--- src/rtl/fp32_pkg.sv ---
// Shared FP32 adder types and constants.
// Used by the pre-add aligner and its sticky shifter.
package fp32_pkg;

    localparam int EXP_W     = 8;
    localparam int FRAC_W    = 23;
    localparam int MANT_W    = FRAC_W + 2;
    localparam int SHAMT_SAT = 27;
    localparam int SHAMT_W   = 5;

    localparam logic [EXP_W-1:0] EXP_SPECIAL = 8'hFF;

    typedef struct packed {
        logic              sign;
        logic [EXP_W-1:0]  eff_exp;
        logic [MANT_W-1:0] mant;
    } fp32_unpacked_t;

    typedef struct packed {
        logic [EXP_W-1:0]   eff_exp;
        logic [MANT_W-1:0]  m_big;
        logic [MANT_W-1:0]  m_small;
        logic [SHAMT_W-1:0] shamt;
        logic               sign_big;
        logic               sub;
        logic               special;
    } align_s1_t;

    typedef struct packed {
        logic [EXP_W-1:0]  eff_exp;
        logic [MANT_W-1:0] m_big;
        logic [MANT_W-1:0] m_small;
        logic [2:0]        grs;
        logic              sign_big;
        logic              sub;
        logic              special;
    } align_out_t;

    // Denormals get hidden=0 and the exponent frame of exp=1.
    function automatic fp32_unpacked_t unpack(input logic [31:0] x);
        fp32_unpacked_t u;
        logic [EXP_W-1:0] e;
        e         = x[FRAC_W+EXP_W-1:FRAC_W];
        u.sign    = x[31];
        u.eff_exp = (e == '0) ? EXP_W'(1) : e;
        u.mant    = {1'b0, (e != '0), x[FRAC_W-1:0]};
        return u;
    endfunction

endpackage

--- src/rtl/sticky_shifter.sv ---
// Logarithmic right shifter for mantissa alignment.
// Bits shifted out are collapsed into guard/round/sticky.
module sticky_shifter
    import fp32_pkg::*;
(
    input  logic [MANT_W-1:0]  m_i,
    input  logic [SHAMT_W-1:0] shamt_i,
    output logic [MANT_W-1:0]  m_o,
    output logic [2:0]         grs_o
);

    // Mantissa sits above a field wide enough to catch a
    // saturated shift, so nothing is lost before the OR-reduce.
    localparam int W = MANT_W + SHAMT_SAT;

    logic [W-1:0] st [0:SHAMT_W];

    assign st[0] = {m_i, {SHAMT_SAT{1'b0}}};

    for (genvar i = 0; i < SHAMT_W; i++) begin : g_stage
        localparam int SH = 1 << i;
        assign st[i+1] = shamt_i[i] ? (st[i] >> SH) : st[i];
    end

    // Top field is the aligned mantissa; the next two bits are
    // guard and round; everything below folds into sticky.
    always_comb begin
        m_o   = st[SHAMT_W][W-1 -: MANT_W];
        grs_o = {st[SHAMT_W][SHAMT_SAT-1],
                 st[SHAMT_W][SHAMT_SAT-2],
                 |st[SHAMT_W][SHAMT_SAT-3:0]};
    end

endmodule

--- src/rtl/addition_aligner.sv ---
// FP32 pre-add alignment: unpack, order by magnitude,
// right-shift the smaller mantissa with guard/round/sticky.
module addition_aligner
    import fp32_pkg::*;
(
    input  logic               clk,
    input  logic               rst_n,
    input  logic               in_valid,
    output logic               in_ready,
    input  logic [31:0]        in_a,
    input  logic [31:0]        in_b,
    output logic               out_valid,
    input  logic               out_ready,
    output logic [EXP_W-1:0]   out_e,
    output logic [MANT_W-1:0]  out_m_big,
    output logic [MANT_W-1:0]  out_m_small,
    output logic [2:0]         out_grs,
    output logic               out_sign_big,
    output logic               out_sub,
    output logic               out_special
);

    fp32_unpacked_t    ua;
    fp32_unpacked_t    ub;
    fp32_unpacked_t    op_hi;
    fp32_unpacked_t    op_lo;
    logic              swap;
    logic [EXP_W-1:0]  diff;

    align_s1_t         s1_d;
    align_s1_t         s1_q;
    logic              s1_v_q;
    align_out_t        out_d;
    align_out_t        out_q;
    logic              s2_v_q;
    logic              s1_adv;

    logic [MANT_W-1:0] sh_m;
    logic [2:0]        sh_grs;

    assign s1_adv    = !s2_v_q || out_ready;
    assign in_ready  = !s1_v_q || s1_adv;
    assign out_valid = s2_v_q;

    // Unpack, order by magnitude and derive the saturated shift.
    always_comb begin
        ua    = unpack(in_a);
        ub    = unpack(in_b);
        swap  = (ub.eff_exp > ua.eff_exp) ||
                ((ub.eff_exp == ua.eff_exp) && (ub.mant > ua.mant));
        op_hi = swap ? ub : ua;
        op_lo = swap ? ua : ub;
        diff  = op_hi.eff_exp - op_lo.eff_exp;

        s1_d.eff_exp  = op_hi.eff_exp;
        s1_d.m_big    = op_hi.mant;
        s1_d.m_small  = op_lo.mant;
        s1_d.shamt    = (diff > EXP_W'(SHAMT_SAT)) ?
                        SHAMT_W'(SHAMT_SAT) : diff[SHAMT_W-1:0];
        s1_d.sign_big = op_hi.sign;
        s1_d.sub      = in_a[31] ^ in_b[31];
        s1_d.special  = (in_a[FRAC_W+EXP_W-1:FRAC_W] == EXP_SPECIAL) ||
                        (in_b[FRAC_W+EXP_W-1:FRAC_W] == EXP_SPECIAL);
    end

    // Stage 1 register: captures operands only on an accept.
    always_ff @(posedge clk or negedge rst_n) begin
        if (!rst_n) begin
            s1_v_q <= 1'b0;
            s1_q   <= '0;
        end else begin
            if (in_ready) s1_v_q <= in_valid;
            if (in_valid && in_ready) s1_q <= s1_d;
        end
    end

    sticky_shifter u_shift (
        .m_i     (s1_q.m_small),
        .shamt_i (s1_q.shamt),
        .m_o     (sh_m),
        .grs_o   (sh_grs)
    );

    // Stage 2 next state: aligned small mantissa plus GRS.
    always_comb begin
        out_d.eff_exp  = s1_q.eff_exp;
        out_d.m_big    = s1_q.m_big;
        out_d.m_small  = sh_m;
        out_d.grs      = sh_grs;
        out_d.sign_big = s1_q.sign_big;
        out_d.sub      = s1_q.sub;
        out_d.special  = s1_q.special;
    end

    // Stage 2 register: holds while the consumer stalls.
    always_ff @(posedge clk or negedge rst_n) begin
        if (!rst_n) begin
            s2_v_q <= 1'b0;
            out_q  <= '0;
        end else begin
            if (s1_adv) s2_v_q <= s1_v_q;
            if (s1_v_q && s1_adv) out_q <= out_d;
        end
    end

    assign out_e        = out_q.eff_exp;
    assign out_m_big    = out_q.m_big;
    assign out_m_small  = out_q.m_small;
    assign out_grs      = out_q.grs;
    assign out_sign_big = out_q.sign_big;
    assign out_sub      = out_q.sub;
    assign out_special  = out_q.special;

endmodule
--- config.mk ---
export PLATFORM = sky130hd
export DESIGN_NAME = addition_aligner
export DESIGN_NICKNAME = d
export VERILOG_FILES = /design/src/rtl/fp32_pkg.sv /design/src/rtl/sticky_shifter.sv /design/src/rtl/addition_aligner.sv
export SDC_FILE = /design/constraint.sdc
export NUM_CORES = 1
export LEC_CHECK = 0
export CORE_ASPECT_RATIO = 0.7
export CORE_MARGIN = 1
export CORE_UTILIZATION = 50
export CTS_CLUSTER_DIAMETER = 30
export DETAILED_ROUTE_END_ITERATION = 8
export GPL_TIMING_DRIVEN = 0
export PLACE_DENSITY = 0.75
export SLEW_MARGIN = 20
export SYNTH_ARGS = -nofsm -noshare
export SYNTH_HDL_FRONTEND = slang
export SYNTH_HIERARCHICAL = 1
export SYNTH_SLANG_ARGS = --single-unit
--- constraint.sdc ---
create_clock -name clk -period 4.3 [get_ports clk]
set_clock_uncertainty 0.05 [all_clocks]
set_input_delay 0.86 -clock clk [delete_from_list [all_inputs] [get_ports clk]]
set_output_delay 0.86 -clock clk [all_outputs]
set_load 0.02 [all_outputs]
# [Word-level counts from Yosys, hierarchy flattened]
# Cells that the tools add are included.
[word_totals] ff_bits=132 inputBits=68 output_inout_bits=66
[op_classes] n_addsub=1 n_lt_le_gt_ge=3 n_eq_ne=3 muxes=10 n_bitwise=1 n_reduce_logical=14
[ops] cell="52-bit 2-to-1 mux" n=5
[ops] cell="34-bit 2-to-1 mux" n=1
[ops] cell="33-bit 2-to-1 mux" n=1
[ops] cell="25-bit OR reduction" n=1
[ops] cell="24-bit > comparator" n=1
[ops] cell="8-bit equality test, second input constant" n=2
[ops] cell="8-bit zero test" n=2
[ops] cell="8-bit 2-to-1 mux" n=2
[ops] cell="8-bit nonzero test" n=2
[ops] cell="8-bit equality test" n=1
[ops] cell="8-bit by 5-bit > comparator with 1-bit output, second input constant" n=1
[ops] cell="8-bit > comparator" n=1
[ops] cell="8-bit subtractor" n=1
[ops] cell="5-bit 2-to-1 mux" n=1
[ops] cell="1-bit logical OR" n=4
[ops] cell="1-bit logical AND" n=3
[ops] cell="1-bit zero test" n=2
[ops] cell="1-bit XOR" n=1

# [Longest topological paths before layout]
# Gate-level depths: netlist of run 1.
[depth] depth_word=9 ltp_mapped=21 mapped_depth_nobuf=18

# [Cells and area by module]
# Netlist of run 1, hierarchy kept.
[modules_own_cells] module="addition_aligner" n_inst=1 cells_per_inst=620 area_each_um2=6623.9
[modules_own_cells] module="sticky_shifter" n_inst=1 cells_per_inst=212 area_each_um2=1656.6

# [Worst setup path before layout of run 1]
# No wires, ideal clock.
[synth_path] kind="input-to-reg" from="in in_b[24]" to="reg s1_q[3] (netlist bit)" setup_ps=143 arrival_time_ps=4567 required_time_ps=4107 slack_ps=-460 stages=19 n_path_buf=3 cell_sequence="buf_2 -> nor4_1 -> nand2_1 -> ha_1 -> nand4_1 -> nor4_1 -> a21o_1 -> a21oi_1 -> nor3_4 -> buf_6 -> clkbuf_1 -> a21oi_1 -> ha_1 -> nor2_1 -> o21ai_0 -> a21oi_1 -> xor2_1 -> and3_1 -> a31oi_1"
[synth_between] elab_chain_len=9 elab_cells_between_ends=13 classes_between="add/sub: 1; order compare: 3; eq/ne: 1; mux: 4; reduce/logical: 4"
[synth_lines] element="from (decl)" line="addition_aligner.sv:11" rtl="input logic [31:0] in_b,"
[synth_lines] element="branches (longest 6 deep; another with 24-bit > comparator)"
[synth_lines] element="8-bit subtractor (*)" line="addition_aligner.sv:53" rtl="diff = op_hi.eff_exp - op_lo.eff_exp;"
[synth_lines] element="8-bit by 5-bit > comparator with 1-bit output" line="addition_aligner.sv:58" rtl="s1_d.shamt = (diff > EXP_W'(SHAMT_SAT)) ?"
[synth_lines] element="5-bit 2-to-1 mux (*)" line="addition_aligner.sv:58"
[synth_lines] element="to (signal assigned)" line="addition_aligner.sv:70" rtl="s1_q <= '0;"
[synth_lines] element="to (signal assigned)" line="addition_aligner.sv:73" rtl="if (in_valid && in_ready) s1_q <= s1_d;"
[synth_lines] element="to (decl)" line="addition_aligner.sv:31" rtl="align_s1_t s1_q;"
# Every way passes the cells marked *.
# A chain may end at the register's enable or synchronous reset.

# [Final worst setup path of run 1]
[layout_path] from="in in_a[26]" to="reg s1_q[5] (netlist bit)"
[layout_between] elab_chain_len=9 elab_cells_between_ends=13 classes_between="add/sub: 1; order compare: 3; eq/ne: 1; mux: 4; reduce/logical: 4"
[layout_lines] element="from (decl)" line="addition_aligner.sv:10" rtl="input logic [31:0] in_a,"
[layout_lines] element="branches (longest 6 deep; another with 24-bit > comparator)"
[layout_lines] element="8-bit subtractor (*)" line="addition_aligner.sv:53"
[layout_lines] element="8-bit by 5-bit > comparator with 1-bit output" line="addition_aligner.sv:58"
[layout_lines] element="5-bit 2-to-1 mux (*)" line="addition_aligner.sv:58"
# Marks and branches as above.

==> metrics.md, run 1 <==
| Metric | Value |
|---|---|
| Status | `complete, no violations` |
| Async set-reset flop share out of synthesis | `1.00` |
| Most numerous cell in the Yosys netlist | `dfrtp_1` |
| Core Area | `15,800 µm²` |
| Post-synth top area cell | `dfrtp_1` |
| DRC viols | `0` |
| Top cell type's share of synthesized area | `0.390` |
| Crit path kind | `input port to register` |
| Filler cells | `1,220` |
| Yosys warnings | `6` |
| WL/cell | `between 15 and 20 µm` |
| Max_cap viols | `0` |
| Synth top area cells | `dfrtp_1, mux2_2, mux2i_1` |
| IO buf count | `130` |
| Final Max Slew Viols | `0` |
| Post-synth top cells | `dfrtp_1, nand2_1, o21ai_0` |
| Die Span X | `156 µm` |
| Area growth, synth to finish | `30.6%` |
| Root buffer cell | `clkbuf_16` |
| Reg2reg path depth | `8` |
| I/O pins | `~130` |
| Max Root-Sink Buffers | `2` |
| Peak supply drop | `around 0.28 mV` |
| Place WS | `-1.15 ns` |
| RR Startpoint | `s1_q[6]` |
| Synth unique cells | `67` |
| Crit share post-route | `0.964` |
| Post-synth EDFFs | `0` |
| Synthesized instance count | `about 830` |
| CP max stage delay | `~0.29 ns` |
| GPL Wtd Cong | `0.958` |
| Mapped cell area | `8280 µm²` |
| Crit path time final | `4.15 ns` |
| Final Hold Viols | `0` |
| Vias after detailed routing | `7,298` |
| Vias in the first global route | `6,933` |
| Final setup vio count | `0` |
| Tightest Pin Transition | `approximately 0.83 ns` |
| HPWL after DPL | `around 17,000 µm` |
| Mean Syn Cell Area | `~10 µm²` |
| GRT overflow | `0` |
| H-tree Lvls | `4` |
| Synth Register Bits | `~130` |
| Hold_buf cts | `0` |
| Post-synthesis sequential area ratio | `0.390` |
| All-Layer GR Usage | `0.294` |
| Largest net degree at the start of global routing | `93` |
| Via density | `just under 6` |
| Global-route wire length before repair | `roughly 38,000 µm` |
| Worst-Skew Late Latency | `0.42 ns` |
| Initial DRC Count | `570` |
| Post-route cell area | `about 11,000 µm²` |
| Synth Flop Type | `dfrtp_1` |
| Register area | `approximately 3200 µm²` |
| Hold/Removal Path Class | `input port to async pin` |
| Chip height | `110 µm` |
| Pre-Repair DR Iteration Count | `5` |
| Crit-path most repeated cell | `nor2_4` |
| Final wirelength | `approximately 24,000 µm` |
| Layout Utilization | `0.683` |
| Routed Antenna Nets | `0` |
| P_leak | `between 0.004 and 0.005 µW` |
| Initial core utilization | `0.523` |
| FF-to-FF setup slack | `around 1.2 ns` |
| TNS Setup | `0 ns` |
| Crit-path cells | `buf_2, nor4_4, nand4_1, nor2_4, ha_4, nand4_1, buf_4, nor4_4, nand2b_4, a211oi_4, nor3_4, buf_6, nor2_4, a21oi_2, ha_2, nor2_4, nor2_2, nor3_2, xor2_1, buf_4, o2111a_1, a22o_1` |
| Slowest library cell on the worst path | `a211oi_4` |
| Power Dens Cells | `448 nW/µm²` |
| Critical path endpoint category | `register` |
| Worst-path fanout max | `8` |
| Critical Path AT | `~4.4 ns` |
| CTS tree | `yes` |
| Rel. slew slack | `0.447` |
| Layout Nets | `1,104` |
| TritonCTS Buffers | `17` |
| Setup slack after layout | `approximately 0.15 ns` |
| # clock sinks | `around 130` |
| Initial antenna violation count | `0` |
| Die Area | `between 15,000 and 20,000 µm²` |
| Req. time, crit path | `~4.6 ns` |
| Post-DP Area | `between 9000 and 10,000 µm²` |
| Share of cells above drive strength 1 | `0.203` |
| Footprint of the multi-input gates | `around 4900 µm²` |
| Num rows | `38` |
| Worst-path clk slew | `about 0.060 ns` |
| CP startpoint kind | `input port` |
| Max Fclk | `about 240 MHz` |
| Reg-to-Reg End | `out_grs[0]` |
| # diodes | `0` |
## layout make-up
| type | instances | area share |
|---|---|---|
| Timing Repair Buffer | 151 | 0.133 |
| Tap cell | 220 | 0.0255 |
| Inverter | 36 | 0.0125 |
| Sequential cell | 129 | 0.299 |
| Clock inverter | 14 | 0.0166 |
| Clock buffer | 18 | 0.0397 |
| Multi-Input combinational cell | 613 | 0.450 |
| Buffer | 56 | 0.0250 |
## state kept, by name (all words and copies together), names as in the netlist
register,count
out_d,35
out_e,8
out_grs,3
out_m_big,24
out_m_small,25
out_sign_big,1
out_special,1
out_sub,1
out_valid,1
s1_q,29
s1_v_q,1
## kinds of logic (layout without fill, tap and decap cells)
family / after synthesis / count (layout) / synth area share
AND/OR/NAND/NOR: 222 / 222 / 0.126
multiplexers: 176 / 176 / 0.254
AO/OA/AOI/OAI: 170 / 170 / 0.124
flip-flops: 129 / 129 / 0.390
buffers and inverters: 94 / 275 / 0.0488
adder cells (fa/ha/maj): 33 / 33 / 0.0496
XOR/XNOR: 7 / 7 / 0.00740
other: 1 / 5 / 0.000453
## critical path, delay by kind of cell
kind / cells / cell delay, ns
compound gates: 4 / 0.74
xor+xnor: 1 / 0.11
fa+ha+maj: 2 / 0.34
buf+inv: 4 / 0.63
simple gates: 11 / 1.70
## where the power goes
group | total [µW] | switching [µW] | leakage, µW | internal, µW
clock | 1520 | 600 | 0.000288 | 921
combinational | 1710 | 904 | 0.00306 | 811
sequential | 1610 | 174 | 0.00161 | 1440
total | 4850 | 1680 | 0.00495 | 3170
## repair_timing
item | in CTS | in global routing
setup buffers | 11 | 9
gates resized for setup | 30 | 34
pin swaps | 17 | 19
endpoints found under the setup margin | 5 | 5
## metal layers
| metal | track usage | part of all wire | vias to the layer above | wire length, µm |
|---|---|---|---|---|
| met5 | 0 | 0 | - | 0 |
| met4 | 0.0805 | 0.013 | 0 | 304 |
| met3 | 0.0627 | 0.085 | 34 | 2040 |
| met2 | 0.425 | 0.43 | 348 | 10300 |
| met1 | 0.441 | 0.48 | 3565 | 11500 |
| li1 | - | - | 3351 | - |
## through the flow
stage | hold WS, ns | instances | total power (µW)
after floorplan | 0.392 | 836 | 2620
after global placement | 0.410 | 1186 | 3240
after detailed placement | 0.413 | 1187 | 3260
after CTS | 0.259 | 1229 | 4820
after global routing | 0.265 | 1237 | 5080
final | 0.252 | 1237 | 4850
## worst max-delay path by stage
| stage | slack [ns] | start | end | depth (start not counted) |
|---|---|---|---|---|
| global placement | -2.77 | rst_n | out_d[1] | 1 |
| finish | 0.15 | in_a[26] | s1_q[5] | 22 |
| floorplan | -0.01 | in_a[27] | s1_q[4] | 19 |
| detailed placement | -1.15 | in_b[28] | s1_q[4] | 20 |
| CTS | 0.01 | in_a[26] | s1_q[4] | 21 |
| global route | -0.01 | in_a[26] | s1_q[5] | 22 |
## cell usage in the layout, fill, tap and decap left out, types with 5 or more instances in the layout
cell type / instances
nor3_1: 11
mux2i_1: 73
nand2_1: 90
clkbuf_1: 37
a21oi_1: 31
inv_1: 32
and3_1: 5
buf_2: 12
nand3_1: 7
o21ai_0: 77
clkbuf_2: 10
conb_1: 5
mux2_2: 77
nand2b_1: 15
clkdlybuf4s50_1: 115
clkbuf_16: 17
mux4_1: 5
nor2b_1: 9
buf_4: 21
mux4_2: 11
mux2_1: 7
nand4_1: 14
nor2_1: 43
dfrtp_1: 129
a211oi_1: 6
o22ai_1: 7
ha_1: 28
Note: power is estimated with default switching activity, not from simulation.
==> inputs of run 2 (changes only) <==
--- a/config.mk
+++ b/config.mk
@@ -12,6 +12,7 @@
 export DETAILED_ROUTE_END_ITERATION = 8
 export GPL_TIMING_DRIVEN = 0
 export PLACE_DENSITY = 0.75
+export SETUP_SLACK_MARGIN = 0.4
 export SLEW_MARGIN = 20
 export SYNTH_ARGS = -nofsm -noshare
 export SYNTH_HDL_FRONTEND = slang
==> run 2 against run 1 <==
  * Largest power group unchanged
  * Clock power about the same
  * Count of clock-buffer cells in the layout unchanged
  * Critical endpoint unchanged
  * Routed wire length decreased by 0.46%
  * Combinational power about the same
  * Utilization increased by 0.99 points
  * Register-to-register slack got worse by 0.08 ns
  * Non-clock buffer count increased by 2
  * Hold slack got worse by 0.012 ns
==> metrics.md, run 2 (same netlist as run 1, synthesis figures left out) <==
| Metric | Value |
|---|---|
| Setup slack after layout | `0.222 ns (+0.0673 ns)` |
| IO buf count | `130 (unchanged)` |
| Pre-Repair DR Iteration Count | `5 (unchanged)` |
| Final setup vio count | `0 (unchanged)` |
| Post-route cell area | `11,000 µm² (+1.4%)` |
| Final cell count without fillers | `1,239 (+0.16%)` |
| Peak supply drop | `0.301 mV (+8.0%)` |
| Chip height | `110 µm (unchanged)` |
| Crit share post-route | `0.948 (-0.0156)` |
| Critical path endpoint category | `register` |
| Initial antenna violation count | `0 (unchanged)` |
| Initial DRC Count | `622 (+9.1%)` |
| WL/cell | `19.4 µm (-0.62%)` |
| Worst-path fanout max | `4 (-4)` |
| # clock sinks | `129 (unchanged)` |
| Commonest non-fill, non-tap cells in the layout | `dfrtp_1, clkdlybuf4s50_1, nand2_1, o21ai_0, mux2_2` |
| Die Area | `17,100 µm² (unchanged)` |
| Crit path kind | `input port to register` |
| Max Fclk | `245 MHz (+1.6%)` |
| Place WS | `-1.17 ns (-0.0211 ns)` |
| Filler cells | `1,214 (-0.49%)` |
| Tightest Pin Transition | `0.846 ns (+0.0160 ns)` |
| Final Hold Viols | `0 (unchanged)` |
| Final wirelength | `24,000 µm (-0.46%)` |
| GPL Wtd Cong | `0.956 (-0.20%)` |
| Largest net degree at the start of global routing | `93 (unchanged)` |
| Vias in the first global route | `7,079 (+2.1%)` |
| Req. time, crit path | `4.56 ns (about the same)` |
| Layout Nets | `1,106 (+0.18%)` |
| Status | `complete, no violations` |
| Max reg flops | `35 (unchanged)` |
| Vias after detailed routing | `7,294 (-0.055%)` |
| H-tree Lvls | `4 (unchanged)` |
| Power Dens Cells | `445 nW/µm² (-0.74%)` |
| Rel. slew slack | `0.436 (-0.0106)` |
| I/O pins | `134 (unchanged)` |
| GRT overflow | `0 (unchanged)` |
| Via density | `5.89 (-0.22%)` |
| Pwr Total | `4880 µW (+0.70%)` |
| Unrepaired setup endpoints after global routing | `true` |
| Max_cap viols | `0 (unchanged)` |
| HPWL after DPL | `17,600 µm (+1.1%)` |
| Final Max Slew Viols | `0 (unchanged)` |
| Footprint of the multi-input gates | `4930 µm² (+1.5%)` |
| Hold/Removal Path Class | `input port to async pin` |
| TritonCTS Buffers | `17 (unchanged)` |
| DRC viols | `0 (unchanged)` |
| Area growth, synth to finish | `32.4%` |
| Critical Path AT | `4.34 ns (-0.06 ns)` |
| Initial core utilization | `0.523 (unchanged)` |
| Register area | `3230 µm² (unchanged)` |
| Worst-Skew Late Latency | `0.43 ns (about the same)` |
| Most common cell after layout, fill and taps aside | `dfrtp_1` |
| Global-route wire length before repair | `38,000 µm (about the same)` |
| Reg-to-Reg End | `out_grs[0]` |
| Worst-path clk slew | `0.07 ns (about the same)` |
| Routed Antenna Nets | `0 (unchanged)` |
| Crit path time final | `4.08 ns (-0.0673 ns)` |
| Hold_buf cts | `0 (unchanged)` |
| Reg2reg path depth | `9 (+1)` |
| All-Layer GR Usage | `0.293 (-0.00115)` |
| CTS tree | `yes` |
| Post-DP Area | `9990 µm² (unchanged)` |
| Root buffer cell | `clkbuf_16` |
| RR Startpoint | `s1_q[6]` |
| Max Root-Sink Buffers | `2 (unchanged)` |
| P_leak | `0.00501 µW (+1.0%)` |
| # diodes | `0 (unchanged)` |
| Share of cells above drive strength 1 | `0.212 (+0.00942)` |
| Placed Cells incl. Taps | `1,187 (unchanged)` |
| FF-to-FF setup slack | `1.12 ns (-0.08 ns)` |
| CP startpoint kind | `input port` |
| Die Span X | `156 µm (unchanged)` |
| Core Area | `15,800 µm² (unchanged)` |
| Num rows | `38 (unchanged)` |
run 2: cell types whose count changed in the layout (fill, tap and decap cells not counted), sizes merged:
cell / before / now
clkbuf: 65 / 56
buf: 42 / 50
clkdlybuf4s50: 115 / 109
clkdlybuf4s15: 1 / 5
dlygate4sd2: 0 / 4
clkinv: 5 / 4
dlymetal6s2s: 2 / 3
inv: 39 / 40
run 2: worst max-delay path: stages:
cell and delay, ns:
clkdlybuf4s15_2 0.24, inv_2 0.08, nand4_1 0.17, nand2b_1 0.16
ha_4 0.31, nand3_2 0.05, or3_4 0.35, nand2b_4 0.17
a211oi_4 0.31, nor3_4 0.07, buf_6 0.13, clkbuf_16 0.14
nor2_4 0.07, a21oi_2 0.04, ha_2 0.18, nor2_4 0.14
nor2_2 0.05, nor3_2 0.11, xor2_1 0.11, buf_4 0.15
o2111a_1 0.23, a22o_1 0.20
run 2: metrics by stage:
stage                      util  TNS (ns)  hold WS, ns
after floorplan               -   -0.0130        0.392
after global placement    0.629   -368.10        0.412
after detailed placement  0.631    -17.89        0.416
after CTS                 0.686         0        0.247
after global routing      0.693         0        0.266
final                     0.693         0        0.240
run 2: final cells by class:
class	count	area share
multi-input cells	613	0.450
flip-flops and latches	129	0.294
repair buffers	151	0.134
clock buffers	18	0.0391
plain buffers	58	0.0285
well taps	220	0.0251
clock inverters	14	0.0163
inverters	36	0.0123
run 2: worst max path at each step:
stage               end  startpoint  slack, ns  depth (start not counted)
5_1_grt         s1_q[5]    in_a[15]       0.09                         21
3_3_place_gp   out_d[1]       rst_n      -2.73                          1
3_5_place_dp    s1_q[4]    in_b[28]      -1.17                         20
6_report        s1_q[5]    in_a[28]       0.22                         22
4_1_cts         s1_q[5]    in_a[24]       0.25                         22
2_1_floorplan   s1_q[4]    in_a[27]      -0.01                         19
run 2: where the power goes:
| part | switching [µW] | internal [µW] | leakage [µW] | total [µW] |
|---|---|---|---|---|
| Sequential | 172 | 1440 | 0.00161 | 1610 |
| Clock | 607 | 922 | 0.000288 | 1530 |
| Combinational | 912 | 830 | 0.00311 | 1740 |
run 2: routing by layer:
layer	GRT usage	up-vias	wire length, µm
li1	-	3361	-
met2	0.436	303	10300
met1	0.432	3602	11500
met4	0.0798	0	312
met5	0	-	0
met3	0.0603	28	1900
run 2: what timing repair did:
action                                  4_1_cts  5_1_grt
setup buffers                                15        5
endpoints found under the setup margin       59        5
gates resized for setup                      88       14
pin swaps                                    25       16
